`config.mk`:
```
export PLATFORM = sky130hd
export DESIGN_NAME = run_ctrl_flat
export DESIGN_NICKNAME = d
export VERILOG_FILES = /design/src/rtl/run_ctrl_if.sv /design/src/rtl/run_ctrl.sv /design/src/flat_wrapper.sv
export SDC_FILE = /design/constraint.sdc
export NUM_CORES = 1
export LEC_CHECK = 0
export CAP_MARGIN = 20
export CELL_PAD_IN_SITES_DETAIL_PLACEMENT = 0
export CELL_PAD_IN_SITES_GLOBAL_PLACEMENT = 1
export CORE_MARGIN = 2
export CORE_UTILIZATION = 17
export DETAILED_ROUTE_END_ITERATION = 12
export PLACE_DENSITY = 0.73
export SYNTH_ARGS = -nofsm -noshare
export SYNTH_HDL_FRONTEND = slang
export SYNTH_SLANG_ARGS = --single-unit
```
`constraint.sdc`:
```
create_clock -name Clk -period 1.1 [get_ports Clk]
set_input_delay 0.11 -clock Clk [delete_from_list [all_inputs] [get_ports Clk]]
set_output_delay 0.11 -clock Clk [all_outputs]
set_load 0.05 [all_outputs]
```
`src/rtl/run_ctrl_if.sv`:
```
// Host/decoder/program-counter signal bundle for run_ctrl.
// The master drives the host and decoder requests; the slave (run_ctrl) drives the PC controls and status.
interface run_ctrl_if;
    logic        Start;
    logic [1:0]  ProgSel;
    logic        DecBranchAbs;
    logic        DecBranchRel;
    logic        DecHalt;
    logic [9:0]  DecTarget;
    logic        PcHold;
    logic        BranchAbsEn;
    logic        BranchRelEn;
    logic [9:0]  Target;
    logic        Running;
    logic        Done;
    logic [15:0] CycleCount;

    modport master (
        output Start, ProgSel, DecBranchAbs, DecBranchRel, DecHalt, DecTarget,
        input  PcHold, BranchAbsEn, BranchRelEn, Target, Running, Done, CycleCount
    );

    modport slave (
        input  Start, ProgSel, DecBranchAbs, DecBranchRel, DecHalt, DecTarget,
        output PcHold, BranchAbsEn, BranchRelEn, Target, Running, Done, CycleCount
    );
endinterface

```
`src/rtl/run_ctrl.sv`:
```
// Program run controller: IDLE -> ARMED -> LOAD -> RUN -> DONE, steering the program counter.
// Optional RUN cycle counter enabled by defining RUN_CTRL_CYCLE_COUNT_EN.
module run_ctrl (
    input logic       Clk,
    input logic       Reset,
    run_ctrl_if.slave ctrlBus
);
    typedef enum logic [2:0] {IDLE, ARMED, LOAD, RUN, DONE} state_t;

    state_t     state;
    state_t     nextState;
    logic [1:0] progSelLatched;
    logic       pcHold;
    logic       branchAbsEn;
    logic       branchRelEn;
    logic [9:0] target;
    logic       armedRelease;

    // Start falling edge as seen from ARMED: latch the program and enter LOAD
    assign armedRelease = (state == ARMED) && !ctrlBus.Start;

    always_ff @(posedge Clk) begin
        if (Reset) begin
            state          <= IDLE;
            progSelLatched <= '0;
        end else begin
            state <= nextState;
            if (armedRelease)
                progSelLatched <= ctrlBus.ProgSel;
        end
    end

    always_comb begin
        nextState   = state;
        pcHold      = 1'b1;
        branchAbsEn = 1'b0;
        branchRelEn = 1'b0;
        target      = '0;
        case (state)
            IDLE: begin
                if (ctrlBus.Start)
                    nextState = ARMED;
            end
            ARMED: begin
                if (!ctrlBus.Start)
                    nextState = LOAD;
            end
            LOAD: begin
                pcHold      = 1'b0;
                branchAbsEn = 1'b1;
                target      = {progSelLatched, 8'h00};
                nextState   = RUN;
            end
            RUN: begin
                target = ctrlBus.DecTarget;
                // Abort beats halt, halt beats branches; both freeze the PC
                if (ctrlBus.Start) begin
                    nextState = ARMED;
                end else if (ctrlBus.DecHalt) begin
                    nextState = DONE;
                end else begin
                    pcHold      = 1'b0;
                    branchAbsEn = ctrlBus.DecBranchAbs;
                    branchRelEn = ctrlBus.DecBranchRel && !ctrlBus.DecBranchAbs;
                end
            end
            DONE: begin
                if (ctrlBus.Start)
                    nextState = ARMED;
            end
            default: nextState = IDLE;
        endcase
    end

    assign ctrlBus.PcHold      = pcHold;
    assign ctrlBus.BranchAbsEn = branchAbsEn;
    assign ctrlBus.BranchRelEn = branchRelEn;
    assign ctrlBus.Target      = target;
    assign ctrlBus.Running     = (state == RUN);
    assign ctrlBus.Done        = (state == DONE);

`ifdef RUN_CTRL_CYCLE_COUNT_EN
    logic [15:0] cycleCount;

    always_ff @(posedge Clk) begin
        if (Reset)
            cycleCount <= '0;
        else if (armedRelease)
            cycleCount <= '0;
        else if (state == RUN && cycleCount != '1)
            cycleCount <= cycleCount + 16'd1;
    end

    assign ctrlBus.CycleCount = cycleCount;
`else
    assign ctrlBus.CycleCount = '0;
`endif
endmodule

```
`src/flat_wrapper.sv`:
```
// flat-port wrapper written by rule: the top's interface ports become plain ports
module run_ctrl_flat 
  (Clk, Reset, ctrlBus_Start, ctrlBus_ProgSel, ctrlBus_DecBranchAbs, ctrlBus_DecBranchRel, ctrlBus_DecHalt, ctrlBus_DecTarget, ctrlBus_PcHold, ctrlBus_BranchAbsEn, ctrlBus_BranchRelEn, ctrlBus_Target, ctrlBus_Running, ctrlBus_Done, ctrlBus_CycleCount);
  run_ctrl_if ctrlBus_i ();
  input logic Clk;
  input logic Reset;
  input wire logic [$bits(ctrlBus_i.Start)-1:0] ctrlBus_Start;
  input wire logic [$bits(ctrlBus_i.ProgSel)-1:0] ctrlBus_ProgSel;
  input wire logic [$bits(ctrlBus_i.DecBranchAbs)-1:0] ctrlBus_DecBranchAbs;
  input wire logic [$bits(ctrlBus_i.DecBranchRel)-1:0] ctrlBus_DecBranchRel;
  input wire logic [$bits(ctrlBus_i.DecHalt)-1:0] ctrlBus_DecHalt;
  input wire logic [$bits(ctrlBus_i.DecTarget)-1:0] ctrlBus_DecTarget;
  output wire logic [$bits(ctrlBus_i.PcHold)-1:0] ctrlBus_PcHold;
  output wire logic [$bits(ctrlBus_i.BranchAbsEn)-1:0] ctrlBus_BranchAbsEn;
  output wire logic [$bits(ctrlBus_i.BranchRelEn)-1:0] ctrlBus_BranchRelEn;
  output wire logic [$bits(ctrlBus_i.Target)-1:0] ctrlBus_Target;
  output wire logic [$bits(ctrlBus_i.Running)-1:0] ctrlBus_Running;
  output wire logic [$bits(ctrlBus_i.Done)-1:0] ctrlBus_Done;
  output wire logic [$bits(ctrlBus_i.CycleCount)-1:0] ctrlBus_CycleCount;
  assign ctrlBus_i.Start = ctrlBus_Start;
  assign ctrlBus_i.ProgSel = ctrlBus_ProgSel;
  assign ctrlBus_i.DecBranchAbs = ctrlBus_DecBranchAbs;
  assign ctrlBus_i.DecBranchRel = ctrlBus_DecBranchRel;
  assign ctrlBus_i.DecHalt = ctrlBus_DecHalt;
  assign ctrlBus_i.DecTarget = ctrlBus_DecTarget;
  assign ctrlBus_PcHold = ctrlBus_i.PcHold;
  assign ctrlBus_BranchAbsEn = ctrlBus_i.BranchAbsEn;
  assign ctrlBus_BranchRelEn = ctrlBus_i.BranchRelEn;
  assign ctrlBus_Target = ctrlBus_i.Target;
  assign ctrlBus_Running = ctrlBus_i.Running;
  assign ctrlBus_Done = ctrlBus_i.Done;
  assign ctrlBus_CycleCount = ctrlBus_i.CycleCount;
  run_ctrl u_core (.Clk(Clk), .Reset(Reset), .ctrlBus(ctrlBus_i));
endmodule
```
After elaboration in Yosys (flattened, before gate mapping)
Index checks and enable logic that the tools add are counted.
{ "totals": {"register_bits": 5, "inputBits": 18, "out_inout_bits": 31, "wordCells": 31} }
{ "op_classes": {"n_eq_ne": 7, "muxes": 15, "reduce_logical": 7} }
{ "ops": {"columns": ["cell", "n"], "rows": [
  ["$pmux 10 s2", 1],
  ["$mux 3", 4],
  ["$pmux 3 s4", 1],
  ["$mux 1", 7],
  ["$eq 3x2->1 const B", 2],
  ["$pmux 1 s2", 2],
  ["$eq 3x1->1 const B", 1],
  ["$eq 3x3->1 const B", 1],
  ["$logic_not 3->1", 1],
  ["$ne 3x3->1 const B", 1],
  ["$reduce_and 3->1", 1],
  ["$logic_and 1x1->1", 2],
  ["$logic_not 1->1", 2],
  ["$ne 2x1->1 const B", 1],
  ["$ne 2x2->1 const B", 1],
  ["$reduce_or 2->1", 1]
]} }

Longest topological paths before layout
Gate-level depths: netlist of the first run.
{ "depth": {"word_depth": 5, "mapped_depth": 3, "depth_no_buf": 2} }

Worst setup path after synthesis of the first run
Ideal clock, no wire load.
{ "synth_path": {"path_kind": "reg-to-reg", "startpoint": "register u_core.state[2]", "endpoint": "register u_core.state[2]", "setup_time_ns": 0.065, "t_arrival_ns": 1.942, "t_required_ns": 1.035, "setup_slack_ns": -0.907, "stages_incl_launch_ff": 3, "n_path_buf": 0, "synth_period_minus_slack_ns": 2.007, "cell_sequence": "dfxtp_1 nor3b_1 a22o_1"} }
{ "synth_via": {"elab_chain_len": 4, "elab_cells_between_ends": 11, "cone_classes": "eq/ne: 7; mux: 1; reduce/logical: 3"} }
{ "synth_lines": {"columns": ["item", "line_no", "source"], "rows": [
  ["start, declared", "run_ctrl.sv:10", "state_t state;"],
  ["start signal, assigned", "run_ctrl.sv:27", "state <= nextState;"],
  ["$eq 3x3->1 *", null, null],
  ["via ctrlBus_Done", "flat_wrapper.sv:18", "output wire logic [$bits(ctrlBus_i.Done)-1:0] ctrlBus_Done;"],
  ["$reduce_or 2->1 (no source line) *", null, null],
  ["$ne 2x1->1 (no source line)", null, null],
  ["$reduce_and 3->1 (no source line)", null, null]
]} }
Mark *: on every way through the listed nets, which the timed path passes. The rest lies on a longest branch.
A chain may end at the register's enable or synchronous reset.

Worst setup path after layout of the first run
{ "layout_path": {"startpoint": "register u_core.state[1]", "endpoint": "output ctrlBus_Target[3]"} }
{ "layout_via": {"elab_chain_len": 2, "elab_cells_between_ends": 3, "cone_classes": "eq/ne: 2; mux: 1"} }
{ "layout_lines": {"columns": ["item", "line_no", "source"], "rows": [
  ["$eq 3x2->1", "run_ctrl.sv:39", "case (state)"],
  ["$pmux 10 s2 *", "run_ctrl.sv:39", null],
  ["end, declared", "flat_wrapper.sv:16", "output wire logic [$bits(ctrlBus_i.Target)-1:0] ctrlBus_Target;"]
]} }
Every way passes the cells marked *; elsewhere a longest branch is shown, timed or not.

==> impl_metrics.tcl, run 1 <==
set metrics [dict create \
    fp.coreArea_um2 2978 \
    dp_slack_ns -0.3493 \
    initial_core_util_pct 17.56 \
    via_per_inst 3.676 \
    final_max_slew_viol_count 0 \
    cpPeakStageDelay_ns 0.34 \
    numCtsBuffers 3 \
    hpwlAfterDp_mm 1.130 \
    antennaDiodeCount 0 \
    cts_hold_buf 0 \
    slowest_stage "dfxtp_4" \
    clockBufferDepth 2 \
    finalCriticalPeriod_ns 1.343 \
    drc 0 \
    setup_viol 15 \
    hold_path.class "in2reg" \
    end_kind "output port" \
    routed-via-count 511 \
    die_h_um 59.47 \
    netlist_instances 62 \
    clk_pin_slew_ns 0.04 \
    drive_gt1_share_pct 50.00 \
    final_common_cell "conb_1" \
    grtUsageTotal_pct 7.358 \
    grt_pass1_wl_mm 1.911 \
    die-area_um2 3536 \
    drt_wl_total_mm 1.336 \
    seq_area_frac_synth_pct 19.14 \
    multi_input_area_um2 426.7 \
    register_area_um2 106.4 \
    worstPathRequired_ns 0.99 \
    syn_to_final_growth_pct 124.9 \
    port_buffers 32 \
    grt_pass1_vias 487 \
    h-tree-depth 1 \
    yosysWarnings 0 \
    postRouteAntennaNets 0 \
    rows 20 \
    ir_drop_v 0.0002612 \
    detail_route.first_pass.iterations 4 \
    rsz0062_at_grt "true" \
    arrival_ns 1.23 \
    hold_viol 0 \
    antenna_found_initial 0 \
    critPathBufInv 2 \
    path_delay_family "simple AND/OR/NAND/NOR gates" \
    utilization_pct 39.50 \
    io_pins 49 \
    finClkSkew_ns 0.002531 \
    n_fill_cell 286 \
    yosys_register_bits 5 \
    finalCritPeriodShare_pct 122.0 \
    p_leak_uw 0.0004926 \
    netlist_area_um2 523.0 \
    maxCapViolCount 0 \
    syn_area_per_cell_um2 8.436 \
    die_w_um 59.47 \
    fmax_ghz 0.7449 \
    synth.distinct_cells 21 \
    gp_congestion 0.7618 \
    crit_path_start_kind "register" \
    cp_cell_sequence "and3b_2 > buf_6 > and2_4 > buf_12" \
    powerDensity_nw_per_um2 733.2 \
    worstSkewPairLatency_ns 0.24 \
    status "finished, violations left" \
    cp_max_fo 5 \
    dp_cells 134 \
    failed_checks "setup timing" \
    root_buffer "clkbuf_4" \
    overflow 0 \
    layout_common_cells "conb_1, buf_12, clkdlybuf4s50_1" \
    avgRoutedWirePerCell_um 9.612 \
    setup_ws_ns -0.2425 \
    grt_max_degree 9 \
    nNetsFinal 125 \
    critPathKind "reg2out" \
    final_cells 139 \
    drt_iter0_drc 9 \
    cts.sinks 5 \
    cts_tree "built" \
]
==> synthesized netlist by cell type (all sizes together) <==
cell type | instances | area share [%]
nor3b | 2 | 2.9
a21boi | 1 | 1.4
mux2i | 4 | 7.7
buf | 18 | 27
and4b | 1 | 1.9
dfxtp | 5 | 19
o211a | 1 | 1.9
conb | 1 | 0.72
nor2 | 5 | 3.6
nor4b | 1 | 4.5
a2111oi | 1 | 2.9
inv | 1 | 0.72
and2 | 8 | 9.6
o21ai | 2 | 1.9
a22o | 1 | 1.7
a21o | 1 | 1.4
or3b | 1 | 1.7
and3b | 1 | 1.7
nand2b | 6 | 7.2
a21oi | 1 | 0.96
==> report_power, final <==
group	internal [uW]	switching [uW]	total (uW)	leakage, uW
registers	191	8.52	200	0.0000423
logic	190	263	453	0.000435
clock network	137	72.0	209	0.0000150
==> registers in the layout, summed over array words and instances (netlist names) <==
| name | cells |
|---|---|
| u_core.progSelLatched | 2 |
| u_core.state | 3 |
==> worst reg2reg max path: stages, from the launching register on <==
cell,delay (ns)
dfxtp_2,0.31
buf_4,0.15
nor4b_4,0.33
mux2i_1,0.21
==> cells by family (layout without fill, tap and decap cells) <==
kind of cell | count (synthesis) | after routing | share of synthesized area, %
other | 1 | 16 | 0.7170
buffers and inverters | 19 | 48 | 27.27
and+or+nand+nor | 25 | 25 | 33.02
muxes | 4 | 4 | 7.656
DFF | 5 | 5 | 19.14
AOI/OAI and AO/OA | 8 | 8 | 12.20
==> final timing paths <==
kind	from	to	slack [ns]	cells past startpoint
setup / recovery	u_core.state[1]	ctrlBus_Target[3]	-0.24	4
hold reg to reg	u_core.progSelLatched[1]	u_core.progSelLatched[1]	0.51	2
hold / removal	ctrlBus_DecHalt	u_core.state[1]	0.33	3
setup reg to reg	u_core.state[2]	u_core.progSelLatched[1]	0.02	3
==> per-layer routing <==
layer | wire length, um | vias to the layer above | GRT usage (%)
li1 | - | 261 | -
met3 | 45 | 2 | 2.620
met5 | 0 | - | 0
met2 | 766 | 9 | 11.46
met4 | 18 | 0 | 5.844
met1 | 505 | 239 | 7.995
==> area by class of cell <==
class                      instances  area share, %
inverter                           1         0.3191
clock buffer                       4          2.234
sequential                         5          9.043
timing repair buffer              43          48.62
tap                               33          3.511
multi-input combinational         53          36.28
==> repair_timing <==
action                                  CTS  global route
pin swaps                                11             4
buffers inserted                          0             0
gates resized for setup                  16             4
endpoints found under the setup margin   17            18
cloned                                    1             0
==> per-stage QoR <==
step	power [uW]	instance area, um^2	setup TNS (ns)	hold slack (ns)
global route	898.7	1176	-3.770	0.3490
global placement	625.3	1086	-1.605	0.4630
detailed placement	628.3	1086	-1.594	0.4650
CTS	861.8	1161	-3.130	0.3248
floorplan	504.8	641.9	-0.3533	0.1803
finish	862.3	1176	-3.079	0.3293
No activity file was read; power rests on OpenSTA's default activity.
==> inputs of run 2 (changes only) <==
CORE_UTILIZATION = 19   (was 17)
PLACE_DENSITY = 0.78   (was 0.73)
RECOVER_POWER = 25   (was default)
clock period = 1.42 ns   (was 1.1 ns; I/O delays follow)
==> run 2 against run 1 <==
Compared with the run above:
- the run now ends clean
- critical path type unchanged
- global-route usage increased by 0.21 points
- clock power decreased by 21%
- register-to-register slack improved by 0.27 ns
- final cell count decreased by 4.3%
- flip-flop and latch count did not move
- design area shrank 8.9%
- non-clock buffer count is 4 lower
- utilization up 0.37 points
- first-iteration DRC count is 89% lower
- combinational power down 29%
- hold slack improved by 0.15 ns
- clock skew is 0.00051 ns lower
==> impl_metrics.tcl, run 2 (same netlist as run 1, synthesis figures left out) <==
set metrics [dict create \
    p_leak_uw 0.0004718 \
    rsz0062_at_grt "true" \
    p_clk_share_pct 25.9 \
    drc 0 \
    layout_common_cells "conb_1, buf_12, clkdlybuf4s50_1" \
    die_w_um 56.47 \
    hpwlAfterDp_mm 1.068 \
    place_area_um2 1003 \
    top_register "u_core.state" \
    port_buffers 32 \
    dp_slack_ns -0.06530 \
    p_int_uw 380.2 \
    cts_hold_buf 0 \
    root_buffer "clkbuf_4" \
    grt_pass1_wl_mm 1.863 \
    final_max_slew_viol_count 0 \
    io_pins 49 \
    fmax_ghz 0.7193 \
    worstSkewPairLatency_ns 0.24 \
    crit_path_start_kind "register" \
    timing.hold.ws_ns 0.4792 \
    powerDensity_nw_per_um2 596.5 \
    finalCritPeriodShare_pct 97.90 \
    initial_core_util_pct 19.47 \
    sequentialPowerShare_pct 23.7 \
    critPathKind "reg2out" \
    design_area_um2 1071 \
    die-area_um2 3188 \
    utilization_pct 39.87 \
    setup_tns_ns 0 \
    setup_viol 0 \
    avgRoutedWirePerCell_um 9.895 \
    grt_max_degree 11 \
    nNetsFinal 121 \
    fp.coreArea_um2 2686 \
    worstPathRequired_ns 1.28 \
    finClkSkew_ns 0.002021 \
    largestRegisters "u_core.state: 3 flops, u_core.progSelLatched: 2 flops" \
    postRouteAntennaNets 0 \
    maxCapViolCount 0 \
    drt_iter0_drc 1 \
    antennaDiodeCount 0 \
    clk_pin_slew_ns 0.04 \
    numCtsBuffers 3 \
    arrival_ns 1.25 \
    cts.sinks 5 \
    hold_viol 0 \
    finalCriticalPeriod_ns 1.390 \
    rrSetupSlack_ns 0.29 \
    detail_route.first_pass.iterations 2 \
    die_h_um 56.47 \
    grtUsageTotal_pct 7.571 \
    gp_congestion 0.7839 \
    via_per_inst 3.887 \
    rows 19 \
    hold_path.class "reg2reg" \
    h-tree-depth 1 \
    antenna_found_initial 0 \
    status "completed" \
    p_switching_uw 258.6 \
    overflow 0 \
    drt_wl_total_mm 1.316 \
    p_comb_share_pct 50.5 \
    setup_ws_ns 0.02976 \
    final_common_cell "conb_1" \
    ir_drop_v 0.0002331 \
    cp_max_fo 10 \
    routed-via-count 517 \
    largest_reg_flops 3 \
    syn_to_final_growth_pct 104.8 \
    clockBufferDepth 2 \
    grt_pass1_vias 423 \
    end_kind "output port" \
    drive_gt1_share_pct 38.24 \
    cts_tree "built" \
    switching_share_pct 40.48 \
]
-- run 2: cell types whose count changed in the layout (fill, tap and decap cells not counted), sizes merged --
| cell | previous run | this run |
|---|---|---|
| clkdlybuf4s15 | 2 | 0 |
| dlygate4sd2 | 1 | 3 |
| buf | 26 | 22 |
-- run 2: per-layer routing --
metal / vias up / routed length, um / track usage [%]
li1: 253 / - / -
met1: 244 / 511 / 9.104
met2: 18 / 704 / 12.46
met3: 2 / 84 / 2.304
met4: 0 / 16 / 3.061
met5: - / 0 / 0
-- run 2: cell type report --
type | count | area [um^2]
clock buffer | 4 | 26.28
fill | 279 | 1615
inverter | 1 | 3.754
multi-input combinational | 53 | 379.1
sequential | 5 | 100.1
tap | 31 | 38.79
timing repair buffer | 39 | 523.0
-- run 2: critical path, stage by stage (launching register included) --
cell     delay, ns
dfxtp_1       0.30
and3b_1       0.24
buf_6         0.15
and2_1        0.17
buf_12        0.14
-- run 2: power by group through the flow --
stage | Clock (uW) | Sequential (uW) | Combinational, uW
2_1_floorplan | 0 | 157 | 219
3_3_place_gp | 0 | 153 | 308
3_5_place_dp | 0 | 154 | 311
4_1_cts | 169 | 151 | 308
5_1_grt | 180 | 151 | 337
6_report | 165 | 151 | 322
-- run 2: metrics by stage --
step                instances  power (uW)
floorplan                  77       376.2
global placement          128       461.4
detailed placement        128       464.6
CTS                       132       628.7
global route              133       668.5
finish                    133       638.8
-- run 2: worst paths after layout --
kind / depth (start not counted) / to / from
hold reg to reg: 2 / u_core.progSelLatched[1] / u_core.progSelLatched[1]
setup / recovery: 4 / ctrlBus_Target[5] / u_core.state[2]
setup reg to reg: 3 / u_core.progSelLatched[0] / u_core.state[0]
hold / removal: 2 / u_core.progSelLatched[1] / u_core.progSelLatched[1]
-- run 2: timing repair --
action / 4_1_cts / 5_1_grt
pin swaps: 2 / 0
gates resized for setup: 3 / 13
buffers inserted: 0 / 1
endpoints found under the hold margin: 0 / 0
endpoints found under the setup margin: 2 / 12
==> variant 1 (flow settings as in run 2) <==
Add a define of `RUN_CTRL_CYCLE_COUNT_EN`.
--- a/src/rtl/run_ctrl.sv
+++ b/src/rtl/run_ctrl.sv
@@ -2,2 +2,4 @@
 // Optional RUN cycle counter enabled by defining RUN_CTRL_CYCLE_COUNT_EN.
+`define RUN_CTRL_CYCLE_COUNT_EN
+
 module run_ctrl (
Formal check against the unedited RTL: not equivalent (Yosys sat finds a counterexample within 10 cycles, from zero or initial values and one cycle with Reset high).
==> variant 1 against run 2 <==
The run now ends with negative setup slack left; register-to-register slack got worse by 0.34 ns; setup slack worse by 0.080 ns; sequential cell count is 16 higher; total power grew 110%; sequential share of layout area increased by 7.3 points; synthesized cell count increased by 130%; wire length grew to 3.2 times the old value; cell area rose to 2.6 times the old value; utilization grew 4.7 points; synthesized area grew 140%; die area grew 130%.
==> variant 1: results <==
power:
  vdd_drop_max_uv: 334.4
  p_leak_nw: 1.203
placement:
  preCtsSetupSlack_ns: -0.1369
  globalplace.congestion: 0.7915
  io_buffers: 48
  dpl.hpwl_um: 3172
run_status:
  outcome: "finished, violations left"
  violations: "negative setup slack"
timing:
  worst_slack_ns: -0.05029
  setup_viol: 7
  fin_skew_ns: 0.003081
clock_tree:
  insertion_delay_ns: 0.26
  clkSlewWorstSetupHoldPaths_ns: 0.08
  cts-root-buf: "clkbuf_8"
setup_path:
  slowest_stage: "dfxtp_4"
  rr_worst_depth: 7
  regToRegStartpoint: "u_core.ctrlBus.CycleCount[0]"
  worstPathArrival_ns: 1.67
  worst_path_dominant_cell_family: "simple AND/OR/NAND/NOR gates"
  cp_max_fo: 7
  max_stage_delay_ns: 0.37
routing:
  dr.pass1.iters: 4
  via_per_inst: 4.664
  drt_iter0_markers: 66
grt:
  grt_pass1_wl_um: 6886
  grt_max_degree: 13
  grt_usage: 0.1153
synth:
  synthTopCellsByArea: "dfxtp_1 (34%), and2_1 (4.5%), a21oi_1 (4.0%)"
  synth.distinct_cells: 47
cells_and_area:
  drive_gt1_frac: 0.5902
  largest_reg_flops: 16
worst_hold_path:
  min_path_cells: 3
  hold_path.class: "in2reg"
  min_from: "ctrlBus_Start"
==> variant 1: cell types whose count changed in the layout (fill, tap and decap cells not counted), sizes merged, moves of 5 or more <==
cell / change
dfxtp: +16
a21oi: +10
nor3: +10
nand2: +8
o21ai: +5
nor4: +5
or4: +5
conb: -16
nand4: +6
buf: +64
nand3: +6
==> variant 1: cells by family after synthesis <==
group	after synthesis	share of synthesized area
fa+ha+maj	1	0.01004
mux	5	0.04016
flops	21	0.3373
simple gates	73	0.4056
compound gates	35	0.1857
buf+inv	6	0.02107
==> variant 1: cell type report <==
type                       count  area (sq um)
fill                         560          3518
timing repair buffer         103          1216
multi-input combinational    114         991.0
sequential                    21         471.7
tap                           77         96.34
clock buffer                   3         41.29
inverter                       2         10.01
clock inverter                 1         5.005
==> variant 1: how the worst max path moves through the flow <==
stage | endpoint | from | slack [ns]
floorplan | u_core.ctrlBus.CycleCount[13] | u_core.ctrlBus.CycleCount[5] | -0.10
global placement | u_core.ctrlBus.CycleCount[6] | ctrlBus_Start | -0.13
detailed placement | u_core.ctrlBus.CycleCount[6] | ctrlBus_Start | -0.14
CTS | u_core.ctrlBus.CycleCount[14] | u_core.ctrlBus.CycleCount[0] | -0.08
global route | u_core.ctrlBus.CycleCount[3] | u_core.ctrlBus.CycleCount[0] | -0.12
finish | u_core.ctrlBus.CycleCount[3] | u_core.ctrlBus.CycleCount[0] | -0.05
==> variant 1: repair_timing <==
item	CTS	global route
setup buffers	10	6
pin swaps	19	14
endpoints found under the setup margin	28	28
gates resized for setup	27	15
==> variant 1: power breakdown <==
part | switching (mW) | internal (mW) | total, mW | leakage [nW]
clock network | 0.208 | 0.196 | 0.403 | 0.0255
logic | 0.146 | 0.175 | 0.321 | 0.997
registers | 0.0137 | 0.576 | 0.590 | 0.181
==> variant 1: routing by layer <==
metal | vias to the layer above | global-route usage | wire length, um
met5 | - | 0 | 0
met4 | 0 | 0.04185 | 84
met3 | 8 | 0.01556 | 122
met2 | 32 | 0.2038 | 2218
met1 | 705 | 0.1419 | 1769
li1 | 752 | - | -
==> variant 1: worst register-to-register path, delay by kind of cell (launching register included) <==
kind            cells  cell delay, ns
compound gates      1            0.11
fa+ha+maj           1            0.18
buf+inv             2            0.28
flops               1            0.37
simple gates        3            0.46
==> variant 1: metrics by stage <==
stage	total power, mW	std cells	cell area (sq um)
floorplan	0.7059	141	1368
global placement	0.8568	303	2512
detailed placement	0.8593	303	2512
CTS	1.307	316	2738
global route	1.379	321	2831
finish	1.314	321	2831
==> variant 2 (flow settings as in run 2) <==
Without the edit above. Re-encode `state_t` (5 states) as one-hot, 5 bits wide.
--- a/src/rtl/run_ctrl.sv
+++ b/src/rtl/run_ctrl.sv
@@ -7,3 +7,3 @@
 );
-    typedef enum logic [2:0] {IDLE, ARMED, LOAD, RUN, DONE} state_t;
+    typedef enum logic [4:0] {IDLE = 5'b00001, ARMED = 5'b00010, LOAD = 5'b00100, RUN = 5'b01000, DONE = 5'b10000} state_t;
 
Behaviour: no difference found for any inputs over 10 cycles, from zero or initial values and one cycle with Reset high; not proved beyond that.
==> variant 2 against run 2 <==
Synthesized area increased by 17%; the flow now finishes with violations (negative setup slack); critical path depth increased by 1; setup slack got worse by 0.17 ns; sequential share of layout area increased by 1.6 points; register-to-register slack got worse by 0.43 ns; global-route usage increased by 3.5 points; wire length increased by 55%; clock skew increased by 0.0045 ns; utilization increased by 5.0 points; total power increased by 3.5%; cell area increased by 28%; sequential cell count increased by 2.
==> variant 2: results <==
cells_and_area:
  num-fill-cells: 309
  top_regs: "u_core.state: 5 flops, u_core.progSelLatched: 2 flops"
  drive_gt1_frac: 0.4552
  nets: 153
placement:
  post_dp_cell_area_sq_mm: 0.001177
  globalplace.congestion: 0.7933
  preCtsSetupSlack_ns: -0.07383
routing:
  route.vias.total: 746
  dr.pass1.iters: 4
  avgRoutedWirePerCell_um: 11.48
  drt_iter0_markers: 17
setup_path:
  rr_worst_depth: 5
  r2r-end: "u_core.progSelLatched[1]"
  regToRegStartpoint: "u_core.state[4]"
  cp_max_fo: 3
power:
  vdd_drop_max_uv: 387.3
  p_leak_nw: 0.5860
  switching_share: 0.3730
  p_per_area_mw_per_mm2: 483.2
clock_tree:
  cts-root-buf: "clkbuf_4"
  cts_buffer_depth: 2
timing:
  worst_slack_ns: -0.1388
  setup_tns_ns: -1.484
  setup_viol: 16
  fin_skew_ns: 0.006484
worst_hold_path:
  min_path_cells: 3
  hold_path.class: "in2reg"
  min_to: "u_core.progSelLatched[0]"
synth:
  synth.distinct_cells: 27
  yosysSeqAreaShare: 0.2281
  synthFlopType: "dfxtp_1"
  synthTopCellsByCount: "buf_4 (17), and3_1 (9), dfxtp_1 (7)"
  synthTopCellsByArea: "dfxtp_1 (23%), buf_4 (21%), and3_1 (9.2%)"
run_status:
  outcome: "finished, violations left"
  violations: "negative setup slack"
grt:
  grt_pass1_wl_um: 3077
  grt_pass1_vias: 683
## variant 2: changes by cell type after synthesis, sizes merged, moves of 4 or more
cell / before / now
a21oi: 1 / 5
and2: 8 / 1
and3: 0 / 9
mux2i: 4 / 0
nand2b: 6 / 0
nand3: 0 / 6
## variant 2: cells by family after synthesis
logic type | Yosys count | share of synthesized area
and+or+nand+nor | 32 | 0.2953
buffers and inverters | 25 | 0.2709
AOI/OAI and AO/OA | 17 | 0.1853
DFF | 7 | 0.2281
xor gates and xnor gates | 1 | 0.01426
other | 1 | 0.006104
## variant 2: worst max-delay path, cell delays in order (launching register included)
cell and delay (ns):
dfxtp_4 0.35, buf_4 0.14, buf_4 0.13, or4b_4 0.52, o31ai_4 0.23, a21oi_1 0.08
## variant 2: final cells by class
| cell class | count | share of cell area |
|---|---|---|
| repair buffers | 53 | 0.4634 |
| multi-input cells | 66 | 0.3565 |
| flip-flops and latches | 7 | 0.1097 |
| well taps | 44 | 0.04022 |
| clock buffers | 4 | 0.01920 |
| inverters | 4 | 0.01097 |
## variant 2: how the worst max path moves through the flow
stage	endpoint	cells past startpoint	from	slack, ns
after floorplan	ctrlBus_BranchRelEn	5	u_core.state[3]	-0.07
after global placement	ctrlBus_BranchRelEn	5	ctrlBus_Start	-0.02
after detailed placement	ctrlBus_BranchRelEn	5	ctrlBus_Start	-0.07
after CTS	ctrlBus_BranchRelEn	4	u_core.state[4]	-0.15
after global routing	ctrlBus_BranchRelEn	4	u_core.state[4]	-0.22
final	u_core.progSelLatched[1]	5	u_core.state[4]	-0.14
## variant 2: metrics by stage
step | cells | total power, mW | hold slack [ns]
5_1_grt | 178 | 0.6963 | 0.4658
3_5_place_dp | 166 | 0.4515 | 0.4846
3_3_place_gp | 166 | 0.4475 | 0.4628
2_1_floorplan | 98 | 0.3987 | 0.2111
4_1_cts | 175 | 0.6508 | 0.4568
6_report | 178 | 0.6615 | 0.4511
## variant 2: repair_timing
action,in CTS,in global routing
endpoints found under the setup margin,15,18
setup buffers,5,3
resized for setup,19,9
hold buffers,0,0
endpoints found under the hold margin,0,0
pin swaps,4,6
## variant 2: metal layers
metal / track usage / vias to the layer above / routed length, um
li1: - / 364 / -
met1: 0.1191 / 358 / 747
met2: 0.2104 / 22 / 1168
met3: 0.03412 / 2 / 108
met4: 0.02795 / 0 / 18
met5: 0 / - / 0
## variant 2: power by group through the flow
stage | combinational [mW] | sequential (mW) | clock, mW
2_1_floorplan | 0.186 | 0.212 | 0
3_3_place_gp | 0.230 | 0.217 | 0
3_5_place_dp | 0.234 | 0.218 | 0
4_1_cts | 0.249 | 0.215 | 0.186
5_1_grt | 0.279 | 0.218 | 0.200
6_report | 0.261 | 0.218 | 0.182
